`src/rtl/down_timer_ctrl.sv`:
```
// rtl/down_timer_ctrl.sv - programmable countdown timer with prescaler, pause and terminal pulse
module down_timer_ctrl #(
   parameter int WIDTH    = 4,
   parameter int PRESCALE = 1
) (
   input  logic             clk_i,
   input  logic             rst_i,
   input  logic             start_i,
   input  logic             stop_i,
   input  logic             pause_i,
   input  logic             auto_reload_i,
   input  logic [WIDTH-1:0] load_val_i,
   output logic [WIDTH-1:0] count_o,
   output logic             busy_o,
   output logic             done_o
);

   localparam int PW = $clog2(PRESCALE) + 1;
   localparam logic [PW-1:0] PRE_MAX = PW'(PRESCALE - 1);

   typedef enum logic [1:0] {
      IDLE,
      RUN,
      PAUSED
   } state_t;

   state_t           state_q, state_d;
   logic [WIDTH-1:0] count_q, count_d;
   logic [WIDTH-1:0] reload_q, reload_d;
   logic             mode_q, mode_d;
   logic [PW-1:0]    pre_q, pre_d;
   logic             done_q, done_d;

   always_ff @(posedge clk_i) begin
      if (rst_i) begin
         state_q  <= IDLE;
         count_q  <= '0;
         reload_q <= '0;
         mode_q   <= 1'b0;
         pre_q    <= '0;
         done_q   <= 1'b0;
      end else begin
         state_q  <= state_d;
         count_q  <= count_d;
         reload_q <= reload_d;
         mode_q   <= mode_d;
         pre_q    <= pre_d;
         done_q   <= done_d;
      end
   end

   always_comb begin
      state_d  = state_q;
      count_d  = count_q;
      reload_d = reload_q;
      mode_d   = mode_q;
      pre_d    = pre_q;
      done_d   = 1'b0;

      if (stop_i) begin
         if (state_q != IDLE) begin
            state_d = IDLE;
            pre_d   = '0;
         end
      end else if (start_i && (state_q == IDLE)) begin
         if (load_val_i != '0) begin
            count_d  = load_val_i;
            reload_d = load_val_i;
            mode_d   = auto_reload_i;
            pre_d    = '0;
            state_d  = RUN;
         end else begin
            count_d = '0;
            done_d  = 1'b1;
         end
      end else if (state_q != IDLE) begin
         // The edge that releases pause already counts as a running cycle,
         // so a pause of m sampled edges costs exactly m cycles.
         if (pause_i) begin
            state_d = PAUSED;
         end else begin
            state_d = RUN;
            if (pre_q == PRE_MAX) begin
               pre_d = '0;
               if (count_q > WIDTH'(1)) begin
                  count_d = count_q - WIDTH'(1);
               end else if (mode_q) begin
                  count_d = reload_q;
                  done_d  = 1'b1;
               end else begin
                  count_d = '0;
                  done_d  = 1'b1;
                  state_d = IDLE;
               end
            end else begin
               pre_d = pre_q + PW'(1);
            end
         end
      end
   end

   assign count_o = count_q;
   assign busy_o  = (state_q != IDLE);
   assign done_o  = done_q;

endmodule

```
`config.mk`:
```
export PLATFORM = sky130hd
export DESIGN_NAME = down_timer_ctrl
export DESIGN_NICKNAME = d
export VERILOG_FILES = /design/src/rtl/down_timer_ctrl.sv
export SDC_FILE = /design/constraint.sdc
export NUM_CORES = 1
export LEC_CHECK = 0
export CAP_MARGIN = 10
export CORE_AREA = 2 2 39 41
export CTS_BUF_LIST = sky130_fd_sc_hd__clkbuf_8
export DETAILED_ROUTE_END_ITERATION = 7
export DIE_AREA = 0 0 41 43
export DONT_BUFFER_PORTS = 1
export PLACE_DENSITY = 0.76
export SYNTH_ARGS = -nofsm -noshare
export SYNTH_HDL_FRONTEND = slang
export SYNTH_SLANG_ARGS = --single-unit
```
`constraint.sdc`:
```
create_clock -name clk_i -period 4.2 [get_ports clk_i]
set_input_delay 0.84 -clock clk_i [delete_from_list [all_inputs] [get_ports clk_i]]
set_output_delay 0.84 -clock clk_i [all_outputs]
set_load 0.03 [all_outputs]
```
-- After elaboration in Yosys (flattened, before gate mapping)
Cells that the tools add are included.
- bits in registers: 13
- latch bits: 0
- bits in writable memories: 0
- ROM bits: 0
- input port bits: 10
- output and inout port bits: 6
- logic and storage cells: 54
- memories kept: 0
- add/subtract/negate cells: 2
- multipliers: 0
- divide/modulo/power cells: 0
- magnitude comparators: 1
- equality and inequality tests: 5
- shifts and indexed selects: 0
- muxes and demuxes: 29
- bitwise logic cells: 1
- reduce and logical (&&, ||, !) cells: 10
- operators by type and width (cell ; number):
    $mux 4 ; 7
    $mux 1 ; 16
    $mux 2 ; 6
    $reduce_and 4->1 ; 2
    $ne 2x1->1 const B ; 3
    $ne 3x2->1 const B ; 2
    $reduce_and 3->1 ; 2
    $gt 4x1->1 const B ; 1
    $reduce_bool 2->1 ; 2
    $reduce_bool 4->1 ; 1
    $sub 4x1->4 const B ; 1
    $logic_not 2->1 ; 1
    $reduce_or 2->1 ; 1
    $add 1x1->1 const B ; 1
    $logic_and 1x1->1 ; 1
    $not 1->1 ; 1

-- Logic depth before layout (Yosys ltp)
Gate-level depths: netlist (run 1).
- depth after elaboration: 7
- depth in mapped cells: 6
- depth with buffers taken out: 6

-- Least setup slack after synthesis (run 1)
OpenSTA, ideal clock, no wires.
- kind: input to register
- start point: input port pause_i
- end point: register count_q[0] (netlist: count_o[0])
- library setup time: 0.091 ns
- data arrival time: 1.915 ns
- required time: 4.109 ns
- slack: 2.194 ns
- cell stages on the path: 4
- path buffers: 0
- cells stage by stage: o21a_1 -> nor3_1 -> mux2_2 -> a311oi_1
- cells in the longest elaborated chain, start to end: 2
- ends and longest elaborated chain (element ; line ; source):
    start, declared ; 10 ; input logic pause_i,
    $ne 2x1->1 (no source line) ; - ;
    $reduce_and 4->1 (no source line) ; - ;
    end signal, assigned ; 44 ; count_q <= count_d;
    end, declared ; 28 ; logic [WIDTH-1:0] count_q, count_d;
Every way passes these cells.
A chain may end at the register's enable or synchronous reset.

-- Worst setup path after layout (run 1)
- start point: register count_q[0] (netlist: count_o[0])
- end point: register count_q[0] (netlist: count_o[0])
- cells in the longest elaborated chain, start to end: 6
- elaborated cells between the ends (all ways): 7
- classes of those cells: add/sub: 1; order compare: 1; mux: 5
- ends and longest elaborated chain (element ; line ; source):
    $sub 4x1->4 or $gt 4x1->1 (tied branches) ; 86, 85 ;
    $mux 4 * ; 85 ; if (count_q > WIDTH'(1)) begin
    $mux 4 * ; 83 ; if (pre_q == PRE_MAX) begin
    $mux 4 * ; 79 ; if (pause_i) begin
    $mux 4 * ; 76 ; end else if (state_q != IDLE) begin
    $mux 4 * ; 65 ; end else if (start_i && (state_q == IDLE)) begin
Mark *: on every way between the ends. The rest lies on a longest branch, timed or not. The select of a mux whose other input is x is not followed.

==> flow_metrics.py, run 1 <==
metrics = {
    "sta": {
        "tightestPinTransition_ns": 0.733,
        "finalSetupTns_ns": 0,
        "fin_crit_ns": 2.11,
        "period_share_pct": 50.3,
        "hold_violations": 0,
        "fmax_mhz": 474,
        "slew_headroom_pct": 50.7,
        "setup_violations": 0,
        "maxSlewViolCount": 0,
        "grt_setup_unrepaired": "no",
        "hold_ws_ns": 0.500,
        "fin_skew_ns": 0.00203,
    },
    "setup_path": {
        "cp_slowest_cell": "nor3_1",
        "rr_endpoint": "count_o[0]",
        "cp_slowest_stage_delay_ns": 0.47,
        "r2r_start": "count_o[0]",
        "cp-endpoint": "count_o[0]",
        "worst_ep_required_time_ns": 4.36,
        "reg2reg_slack_ns": 2.09,
        "end_kind": "flop",
        "critical_path_buf_inv_count": 1,
        "critical_path.cell_chain": "inv_1 -> ha_1 -> nor2_1 -> nor3_1 -> mux2_2 -> a311oi_1",
        "crit_type": "flop to flop",
        "crit_family": "simple AND/OR/NAND/NOR gates",
        "cp_max_fo": 6,
        "crit_cells": 6,
        "cp.arrival_ns": 2.27,
        "worstSetupStartpointType": "flop",
        "reg2reg_depth": 6,
        "startpoint": "count_o[0]",
    },
    "clock_network": {
        "hold_buffers": 0,
        "clockRootBuffer": "clkbuf_8",
        "cts_num_sinks": 12,
        "cts_resized": 0,
        "cts_setup_buffers": 0,
        "htree_num_levels": 1,
        "clkLatencyLatePin_ns": 0.25,
        "cts_buffers": 3,
        "clk_pin_slew_worst_paths_ns": 0.05,
        "cts_buffer_depth": 2,
        "cts_tree": "yes",
    },
    "cells_and_area": {
        "antenna_cells": 0,
        "mostFrequentLayoutCells": "nor2_1 (12), dfxtp_1 (12), nor3_1 (6), mux2i_1 (5)",
        "multi_input_area_sq_um": 393,
        "area_growth_pct": 9.06,
        "layout-drive-gt1-share_pct": 12.8,
        "finalNetCount": 91,
        "fillers": 128,
        "final-seq-area_sq_um": 240,
    },
    "global_route": {
        "grt_usage_pct": 18.8,
        "grt_pass1_wl_mm": 2.19,
        "antenna_found_initial": 0,
        "grt_pass1_vias": 523,
        "grt_max_degree": 12,
        "gr-total-overflow": 0,
    },
    "route": {
        "dr.pass1.iters": 4,
        "drc": 0,
        "drt_wl_total_mm": 1.44,
        "drt_iter0_markers": 13,
        "vias_per_cell": 6.18,
        "via_count": 581,
        "wl_per_cell_um": 15.3,
        "postRouteAntennaNets": 0,
    },
    "synth": {
        "syn_nets": 88,
        "yosys.area.top_type": "dfxtp_1",
        "synth-seq-cells": 12,
        "synthTopCellsByArea": "dfxtp_1 (36%), mux2i_1 (7.5%), nor2_1 (6.8%)",
        "syn-cell-area_sq_um": 663,
        "synth_warnings": 0,
        "ys_seq_area_share_pct": 36.2,
        "synth.distinct_cells": 27,
        "synth_top_area_share_pct": 36.2,
        "syn_inst": 76,
        "synth_area_per_cell_sq_um": 8.73,
    },
    "outcome": {
        "status": "finished, final reports clean",
    },
    "die": {
        "num_io_pins": 16,
        "rows": 14,
        "die_w_um": 41,
        "initial_core_util_pct": 47.9,
        "die_height_um": 43,
        "core_area_sq_mm": 0.00138,
        "dieArea_sq_mm": 0.00176,
    },
    "pwr": {
        "powerDensity_mw_per_mm2": 424,
        "p_leak_nw": 0.273,
        "ir_drop_mv": 0.237,
    },
    "placement": {
        "globalplace.congestion": 0.820,
        "dp_hpwl_mm": 1.04,
        "portBuffers": 0,
    },
    "job": {
        "maxCapViolations": 0,
    },
    "worst_hold_path": {
        "hold_path_class": "flop to flop",
    },
}
[registers in the layout, indices dropped and copies added, names as in the netlist]
name and cells:
mode_q 1, state_q 2, done_o 1, reload_q 4, count_o 4
[routing by layer]
layer	up-vias	GRT usage [%]	part of all wire, %
met4	0	12.0	2.3
li1	279	-	-
met3	5	5.24	5.6
met1	280	21.2	41
met2	17	29.1	51
met5	-	0	0
[worst min-delay path, delay by kind of cell (launching register included)]
family	cells	cell delay (ns)
DFF	1	0.32
muxes	1	0.06
and+or+nand+nor	1	0.08
[cells by family (layout without fill, tap and decap cells)]
group	Yosys count	count (layout)	synth area share, %
AO/OA/AOI/OAI	13	13	14.5
AND/OR/NAND/NOR	35	35	28.3
adder cells (fa/ha/maj)	2	2	3.77
buffers and inverters	6	8	4.53
flip-flops	12	12	36.2
multiplexers	8	8	12.6
[per-stage QoR]
stage | power [W] | util [%] | setup slack, ns | std cells | instance area, sq um
2_1_floorplan | 0.000173 | - | 2.19 | 76 | 663
3_3_place_gp | 0.000178 | 48.3 | 2.04 | 90 | 668
3_5_place_dp | 0.000179 | 48.3 | 2.01 | 90 | 668
4_1_cts | 0.000308 | 52.3 | 2.11 | 94 | 723
5_1_grt | 0.000318 | 52.3 | 1.96 | 94 | 723
6_report | 0.000307 | 52.3 | 2.09 | 94 | 723
[cell usage after synthesis, drive strengths merged]
master	count
dfxtp	12
nor2	12
nor3	7
mux2i	5
inv	4
nand2	4
mux2	3
nand2b	3
a21oi	2
a311oi	2
ha	2
nor2b	2
o21a	2
o32ai	2
or2	2
or4	2
a22oi	1
a31oi	1
a41o	1
buf	1
clkbuf	1
nand3b	1
nor4	1
o211ai	1
o21ai	1
or3b	1
[area by class of cell]
cell class	count	share of cell area, %
inverters	4	2.08
flip-flops and latches	12	33.2
multi-input cells	58	54.3
well taps	16	2.77
clock buffers	4	7.61
[power by group]
group,leakage (nW),total [W],switching [W],internal (W)
sequential,0.0978,0.000131,0.0000115,0.000120
combinational,0.146,0.0000459,0.0000243,0.0000215
clock,0.0288,0.000130,0.0000467,0.0000831
total,0.273,0.000307,0.0000826,0.000224
[worst min-delay path by stage]
stage / startpoint / end / slack, ns / depth (start not counted)
after floorplan: reload_q[2] / reload_q[2] / 0.46 / 2
after global placement: reload_q[1] / reload_q[1] / 0.48 / 2
after detailed placement: reload_q[1] / reload_q[1] / 0.48 / 2
after CTS: reload_q[0] / reload_q[0] / 0.50 / 2
after global routing: reload_q[0] / reload_q[0] / 0.53 / 2
final: reload_q[0] / reload_q[0] / 0.50 / 2
Note: power is estimated with default switching activity, not from simulation.
==> inputs of run 2 (changes only) <==
==> constraint.sdc (replaced) <==
create_clock -name clk_i -period 2 [get_ports clk_i]
set_input_delay 0.4 -clock clk_i [delete_from_list [all_inputs] [get_ports clk_i]]
set_output_delay 0.4 -clock clk_i [all_outputs]
set_load 0.03 [all_outputs]
==> run 2 against run 1 <==
Against the previous run: flip-flop and latch count stayed put; register-to-register slack worse by 1.8 ns; global-route usage rose by 2.4 points; maximum frequency up 25%; clock skew increased by 0.00054 ns; first-iteration DRC count is 15% lower; worst setup slack worse by 1.8 ns; highest routed layer unchanged.
==> flow_metrics.py, run 2 (synthesized netlist as in run 1, its figures left out) <==
metrics = {
    "route": {
        "via_count": 578,
        "drt_iter0_markers": 11,
        "vias_per_cell": 5.84,
        "wl_per_cell_um": 14.6,
        "drc": 0,
        "dr.pass1.iters": 4,
        "postRouteAntennaNets": 0,
        "drt_wl_total_mm": 1.45,
    },
    "setup_path": {
        "crit_type": "flop to flop",
        "reg2reg_depth": 6,
        "end_kind": "flop",
        "rr_endpoint": "count_o[0]",
        "cp_slowest_stage_delay_ns": 0.37,
        "cp_max_fo": 5,
        "reg2reg_slack_ns": 0.32,
        "cp.arrival_ns": 1.83,
        "cp_slowest_cell": "mux2_2",
        "worstSetupStartpointType": "flop",
        "r2r_start": "count_o[0]",
        "worst_ep_required_time_ns": 2.15,
        "critical_path.cell_chain": "inv_1 -> ha_1 -> nor2_1 -> nor3_1 -> mux2_2 -> a311oi_1",
    },
    "pwr": {
        "p_clk_share_pct": 40.9,
        "combPwrFrac_pct": 17.8,
        "ir_drop_mv": 0.500,
        "p_int_w": 0.000482,
        "p_sw_w": 0.000168,
        "p_leak_nw": 0.298,
        "p_seq_share_pct": 41.3,
        "powerDensity_mw_per_mm2": 854,
        "swShare_pct": 25.9,
    },
    "cells_and_area": {
        "design_area_sq_um": 761,
        "antenna_cells": 0,
        "finalNetCount": 96,
        "mostFrequentLayoutCells": "nor2_1 (12), dfxtp_1 (12), nor3_1 (6), mux2i_1 (5), buf_4 (5)",
        "area_growth_pct": 14.7,
        "layout-drive-gt1-share_pct": 18.1,
    },
    "global_route": {
        "antenna_found_initial": 0,
        "grt_max_degree": 12,
        "gr-total-overflow": 0,
        "grt_pass1_wl_mm": 2.49,
        "grt_pass1_vias": 580,
        "grt_usage_pct": 21.2,
    },
    "sta": {
        "slew_headroom_pct": 67.5,
        "maxSlewViolCount": 0,
        "fin_crit_ns": 1.68,
        "tightestPinTransition_ns": 0.487,
        "setup_violations": 0,
        "grt_setup_unrepaired": "no",
        "fmax_mhz": 594,
        "hold_violations": 0,
        "period_share_pct": 84.2,
        "fin_skew_ns": 0.00258,
        "finalSetupTns_ns": 0,
    },
    "die": {
        "die_height_um": 43,
        "num_io_pins": 16,
        "die_w_um": 41,
        "core_area_sq_mm": 0.00138,
        "initial_core_util_pct": 47.9,
        "dieArea_sq_mm": 0.00176,
        "rows": 14,
    },
    "clock_network": {
        "clkLatencyLatePin_ns": 0.24,
        "htree_num_levels": 1,
        "cts_setup_buffers": 0,
        "cts_tree": "yes",
        "cts_num_sinks": 12,
        "cts_buffer_depth": 2,
        "cts_buffers": 3,
        "clockRootBuffer": "clkbuf_8",
        "cts_resized": 0,
        "hold_buffers": 0,
        "clk_pin_slew_worst_paths_ns": 0.05,
    },
    "worst_hold_path": {
        "min_delay_path_depth": 1,
        "hold_path_class": "input pin to flop",
        "holdPathEnd": "reload_q[2]",
        "min_from": "rst_i",
    },
    "outcome": {
        "status": "finished, final reports clean",
    },
    "placement": {
        "place_area_sq_um": 706,
        "globalplace.congestion": 0.838,
        "portBuffers": 0,
        "dp_hpwl_mm": 1.12,
    },
    "job": {
        "maxCapViolations": 0,
    },
}
-- run 2: how the worst max path moves through the flow --
stage,end,depth (start not counted),start
after floorplan,count_o[0],5,count_o[0]
after CTS,count_o[0],6,count_o[0]
after global placement,reload_q[1],4,start_i
final,count_o[0],6,count_o[0]
after detailed placement,count_o[0],6,count_o[0]
after global routing,count_o[0],6,count_o[0]
-- run 2: metal layers --
| layer | vias up | track usage (%) | share of wire, % |
|---|---|---|---|
| li1 | 288 | - | - |
| met1 | 265 | 26.1 | 42 |
| met2 | 21 | 31.9 | 49 |
| met3 | 4 | 6.81 | 7.3 |
| met4 | 0 | 10.0 | 1.6 |
| met5 | - | 0 | 0 |
-- run 2: worst max-delay path, delay by kind of cell (launching register included) --
family	cells	cell delay [ns]
AO/OA/AOI/OAI	1	0.25
AND/OR/NAND/NOR	2	0.33
adder cells (fa/ha/maj)	1	0.21
multiplexers	1	0.37
flip-flops	1	0.34
buffers and inverters	1	0.09
-- run 2: power by group through the flow --
stage               Sequential [W]  Clock [W]  Combinational (W)
floorplan                 0.000277          0          0.0000867
global placement          0.000273          0           0.000114
detailed placement        0.000273          0           0.000115
CTS                       0.000268   0.000270           0.000116
global route              0.000270   0.000283           0.000130
finish                    0.000268   0.000266           0.000116
-- run 2: final cells by class --
cell class,instances,area [sq um]
inverters,4,15.0
fillers,132,623
multi-input cells,58,393
repair buffers,5,37.5
clock buffers,4,55.1
well taps,16,20.0
flip-flops and latches,12,240
-- run 2: through the flow --
step                total power [W]  cells  setup slack, ns  utilization (%)  hold WS, ns
floorplan                  0.000364     76            0.147                -        0.460
global placement           0.000387     95            0.386             51.0        0.474
detailed placement         0.000389     95            0.326             51.0        0.476
CTS                        0.000654     99            0.311             55.0        0.219
global route               0.000683     99            0.128             55.0        0.220
finish                     0.000650     99            0.315             55.0        0.220
